`config.mk`:
```
export PLATFORM = sky130hd
export DESIGN_NAME = count_01
export DESIGN_NICKNAME = d
export VERILOG_FILES = /design/src/rtl/count_01.sv
export SDC_FILE = /design/constraint.sdc
export NUM_CORES = 1
export LEC_CHECK = 0
export ABC_CLOCK_PERIOD_IN_PS = 800
export BUFFER_PORTS_ARGS = -buffer_cell sky130_fd_sc_hd__buf_4
export CAP_MARGIN = 5
export CORE_AREA = 2 2 39 41
export CTS_BUF_LIST = sky130_fd_sc_hd__clkbuf_4 sky130_fd_sc_hd__clkbuf_8
export CTS_CLUSTER_DIAMETER = 80
export DETAILED_ROUTE_END_ITERATION = 10
export DIE_AREA = 0 0 41 43
export SETUP_SLACK_MARGIN = 0.02
export SKIP_CTS_REPAIR_TIMING = 1
export SYNTH_ARGS = -nofsm -noshare
export SYNTH_HDL_FRONTEND = slang
export SYNTH_SLANG_ARGS = --single-unit
```
`constraint.sdc`:
```
create_clock -name clk -period 0.8 [get_ports clk]
set_input_delay 0.08 -clock clk [delete_from_list [all_inputs] [get_ports clk]]
set_output_delay 0.08 -clock clk [all_outputs]
set_load 0.05 [all_outputs]
```
`src/rtl/count_01.sv`:
```
// Registered 0/1 balance classifier: popcount of `in` via a balanced adder
// tree, compared against the zero count, result registered once per clock.
module count_01 #(
  parameter int WIDTH = 8
) (
  input  logic             clk,
  input  logic             reset,
  input  logic [WIDTH-1:0] in,
  output logic [1:0]       result
);

  localparam int CW     = $clog2(WIDTH + 1);
  localparam int LEVELS = $clog2(WIDTH);
  localparam int NLEAF  = 1 << LEVELS;

  localparam logic [1:0] MORE_ZEROS = 2'b00;
  localparam logic [1:0] TIE        = 2'b01;
  localparam logic [1:0] MORE_ONES  = 2'b10;

  logic [CW-1:0] ones;
  logic [CW-1:0] zeros;
  logic [1:0]    result_d;
  logic [1:0]    result_q;

  // Level 0 holds one leaf per bit (zero-padded up to a power of two);
  // each higher level sums adjacent pairs, so depth is log2(WIDTH).
  for (genvar l = 0; l <= LEVELS; l++) begin : lvl_g
    localparam int N = NLEAF >> l;
    logic [CW-1:0] s [N];
    for (genvar i = 0; i < N; i++) begin : node_g
      if (l == 0) begin : leaf_g
        if (i < WIDTH) begin : bit_g
          assign s[i] = CW'(in[i]);
        end else begin : pad_g
          assign s[i] = '0;
        end
      end else begin : sum_g
        assign s[i] = lvl_g[l-1].s[2*i] + lvl_g[l-1].s[2*i+1];
      end
    end
  end

  assign ones  = lvl_g[LEVELS].s[0];
  assign zeros = CW'(WIDTH) - ones;

  always_comb begin
    result_d = MORE_ZEROS;
    if (ones > zeros)       result_d = MORE_ONES;
    else if (ones == zeros) result_d = TIE;
  end

  // NOTE: sequential state uses non-blocking assignments so every register
  // samples pre-edge values, independent of process ordering.
  always_ff @(posedge clk or posedge reset) begin
    if (reset) result_q <= MORE_ZEROS;
    else       result_q <= result_d;
  end

  assign result = result_q;

endmodule

```
Word-level counts from Yosys, hierarchy flattened
Cells that the tools add are included.

cells by class
  equality and inequality tests = 1
  mux-type cells = 2
  $add $sub $neg = 8
  order comparisons = 1

operators by type and width
  operator               number
  $add A1 B1 Y2          4
  $add A2 B2 Y3          2
  $add A3 B3 Y4          1
  $eq A4 B4 Y1           1
  $gt A4 B4 Y1           1
  $sub A4 B4 Y4 const A  1
  $mux W2                1
  $mux W1                1

word-level totals
  bits of input ports = 10
  output and inout bits = 2
  flip-flop bits (word level) = 2
  logic and storage cells = 13

Logic depth before layout (Yosys ltp)
  depth after elaboration = 7
  depth in mapped cells = 11
  depth with buffers taken out = 11

Least setup slack after synthesis
OpenSTA, ideal clock, no wires.

  kind = input -> register
  from = input port in[0]
  to = register result_q[1], in the netlist result[1]
  required time = 697 ps
  path slack = -1880 ps
  library setup time = 103 ps
  stages = 10
  data arrival time = 2576 ps
  path buffers = 0
  cells stage by stage = inv_1 fa_1 fa_1 fa_1 inv_1 ha_1 inv_1 fa_1 nand2b_4 o41ai_2

between the ends
  cells in the longest elaborated chain, start to end = 6

ends and longest elaborated chain
  item                    line  text
  start: declaration      8     input logic [WIDTH-1:0] in,
  $add A1 B1 Y2 (*)       38    assign s[i] = lvl_g[l-1].s[2*i] + lvl_g[l-1].s[2*i+1];
  $add A2 B2 Y3 (*)       38
  $add A3 B3 Y4 (*)       38
  $sub A4 B4 Y4           44    assign zeros = CW'(WIDTH) - ones;
  $gt A4 B4 Y1 (*)        48    if (ones > zeros) result_d = MORE_ONES;
  $mux W2 (*)             48
  via result_d[1]         22    logic [1:0] result_d;
  end signal: assignment  56    else result_q <= result_d;
  end: declaration        23    logic [1:0] result_q;

Mark *: on every way through the listed nets, which the timed path passes. The rest lies on a longest branch.

Worst setup path after layout
Ends and elaborated chain as after synthesis.

==> out/summary.txt <==
result of the run: complete, but fails checks
failing checks: negative setup slack
Post-Synthesis Net Count: 48
CTS max path bufs: 2
Gate Count Post-Synth: 31
Tot Pwr: 1.066 mW
RSZ-0062 raised after global routing: true
routed length on met2: 282 um
Final Worst Setup Slack: -1.799 ns
Yosys top cell area share: 27.71%
GPL Wtd Cong: 0.6223
boundary pin count: 12
number of flip-flops under the largest register name: 2
final instance area: 454.2 um2
Synth top cells by count: sky130_fd_sc_hd__inv_1 (15), sky130_fd_sc_hd__fa_1 (4), sky130_fd_sc_hd__ha_1 (3)
initial core utilization: 20.89%
post-detailed-route count of antenna-violating nets: 0
worst setup path category: in -> reg
Critical Path Source Type: input port
cell row count: 14
First-pass DRT Iterations: 2
post-synthesis instance area: 289.0 um2
top-count cell post-synth: sky130_fd_sc_hd__inv_1
number of inserted filler cells in the final layout: 149
Period minus WS final: 2.599 ns
layout cell share with drive strength beyond 1: 53.19%
number of buffers inserted during clock tree synthesis: 3
clock-pin slew reported for the worst setup and hold paths after clock tree synthesis: 0.03 ns
clock tree root driver cell: sky130_fd_sc_hd__clkbuf_4
number of unique standard cell types used by synthesis: 11
number of flops mapped to enable cells by yosys: 0
Die X-Extent: 41 um
amount of wire on met3 after detailed routing: 9 um
async set-reset flop share out of synthesis: 100.0%
library cell occupying the most area in the post-synthesis netlist: sky130_fd_sc_hd__fa_1
class of the worst hold path: in -> async
sequential cell area fraction in the yosys report: 17.32%
capture point of the critical path: result[1]
highest attainable clock frequency: 384.8 MHz
WP data required: 0.92 ns
max-cap violations: 0
clock tree from TritonCTS: yes
antenna violations before repair: 0
leakage power summed over all cells: 0.2557 nW
Highest Signal Layer: met3
post-detailed-placement cell area: 399.1 um2
total count of max-transition violations in the final report: 0
smallest hold slack: 0.2897 ns
remaining routing DRC violations: 0
detailed-route wire length: 469 um
total grt overflow: 0
die outline area: 1763 um2
largest vdd supply drop: 0.8688 mV
post-synthesis register bit count: 2
mean number of vias per cell: 3.683
post-layout net count: 66
post-route clock period utilization: 324.9%
Power Density: 2347 nW/um2
IO buf count: 11
height of the chip: 43 um
number of global-route vias before repair: 219
aggregate negative setup slack: -3.533 ns
core footprint: 1384 um2
leading post-synthesis cells by cell area: sky130_fd_sc_hd__fa_1 (28%), sky130_fd_sc_hd__inv_1 (19%), sky130_fd_sc_hd__dfrtp_1 (17%), sky130_fd_sc_hd__ha_1 (13%), sky130_fd_sc_hd__o41ai_2 (5.6%)
CTS H-tree lvls: 1
Finished Core Util: 32.82%
number of warnings issued by yosys: 0
Finish-stage setup viols: 4
initial detailed-routing violation count: 1
HPWL after detailed placement: 370.4 um
routed wire length per instance: 7.444 um
maximum fanout count along the critical path: 3
endpoint type of the worst setup path: flip-flop
mean instance size in the synthesized netlist: 9.323 um2
wire length of the first global-routing pass: 696 um
number of diodes: 0
Syn-to-layout area delta: 57.14%
largest net degree at the start of global routing: 4
count of final hold-check violations: 0
relative slew slack: 85.36%
Worst EP arrival: 2.72 ns
launching element of the worst setup path: in[0]
Sinks on Clock Net: 2
overall global routing resource usage: 6.445%
wire length on met1: 177 um
leading register cell type out of synthesis: sky130_fd_sc_hd__dfrtp_1
Least-Margin Pin Slew: 0.2173 ns
vias post-DR: 232
## power breakdown
part / total, mW / leakage [nW] / internal [mW] / switching [mW]
clock network: 0.223 / 0.0138 / 0.166 / 0.0578
registers: 0.154 / 0.0262 / 0.139 / 0.0151
logic: 0.689 / 0.216 / 0.331 / 0.357
## per-layer routing
layer | track usage, % | up-vias
li1 | - | 119
met1 | 5.519 | 111
met2 | 9.063 | 2
met3 | 4.712 | 0
met4 | 6.000 | 0
met5 | 0 | -
## worst min path at each step
stage          start   endpoint  slack (ns)  depth (start not counted)
3_5_place_dp   reset  result[0]       -0.06                          2
4_1_cts        reset  result[1]       -0.30                          2
3_3_place_gp   reset  result[0]       -0.06                          2
6_report       reset  result[1]        0.29                          3
2_1_floorplan  reset  result[0]       -0.18                          1
5_1_grt        reset  result[1]        0.31                          3
## critical path, stage by stage
cell and delay, ns:
sky130_fd_sc_hd__buf_6 0.07, sky130_fd_sc_hd__inv_2 0.03, sky130_fd_sc_hd__fa_1 0.54, sky130_fd_sc_hd__fa_1 0.42, sky130_fd_sc_hd__fa_1 0.43, sky130_fd_sc_hd__inv_1 0.07, sky130_fd_sc_hd__ha_2 0.18, sky130_fd_sc_hd__inv_2 0.04
sky130_fd_sc_hd__fa_2 0.54, sky130_fd_sc_hd__nand2b_4 0.07, sky130_fd_sc_hd__o41ai_2 0.26
## layout make-up
cell class / instances / area, um2 / area share, %
Inverter: 15 / 56.30 / 12.40
Sequential cell: 2 / 50.05 / 11.02
Tap cell: 16 / 20.02 / 4.408
Timing Repair Buffer: 13 / 111.4 / 24.52
Multi-Input combinational cell: 14 / 193.9 / 42.70
Clock buffer: 3 / 22.52 / 4.959
## per-stage QoR
| stage | cells | worst slack, ns |
|---|---|---|
| CTS | 62 | -1.817 |
| detailed placement | 59 | -2.049 |
| floorplan | 31 | -1.880 |
| global placement | 59 | -2.068 |
| global route | 63 | -1.887 |
| finish | 63 | -1.799 |
## cell usage in the layout, fill, tap and decap left out
| cell type | n |
|---|---|
| sky130_fd_sc_hd__dlygate4sd3_1 | 1 |
| sky130_fd_sc_hd__fa_2 | 1 |
| sky130_fd_sc_hd__inv_1 | 12 |
| sky130_fd_sc_hd__and2_2 | 1 |
| sky130_fd_sc_hd__dfrtp_1 | 2 |
| sky130_fd_sc_hd__o21ai_2 | 1 |
| sky130_fd_sc_hd__nor2_1 | 1 |
| sky130_fd_sc_hd__a21oi_1 | 1 |
| sky130_fd_sc_hd__clkbuf_4 | 3 |
| sky130_fd_sc_hd__fa_1 | 3 |
| sky130_fd_sc_hd__buf_4 | 9 |
| sky130_fd_sc_hd__ha_2 | 1 |
| sky130_fd_sc_hd__nand2b_4 | 1 |
| sky130_fd_sc_hd__o21ba_4 | 1 |
| sky130_fd_sc_hd__o41ai_2 | 1 |
| sky130_fd_sc_hd__buf_6 | 3 |
| sky130_fd_sc_hd__inv_2 | 3 |
| sky130_fd_sc_hd__ha_1 | 2 |
## kinds of logic after synthesis
| family | after synthesis | synth area share [%] |
|---|---|---|
| AO/OA/AOI/OAI | 4 | 13.85 |
| adder cells (fa/ha/maj) | 7 | 40.70 |
| buffers and inverters | 15 | 19.48 |
| flip-flops | 2 | 17.32 |
| AND/OR/NAND/NOR | 3 | 8.657 |
(Power assumes the default switching activity.)
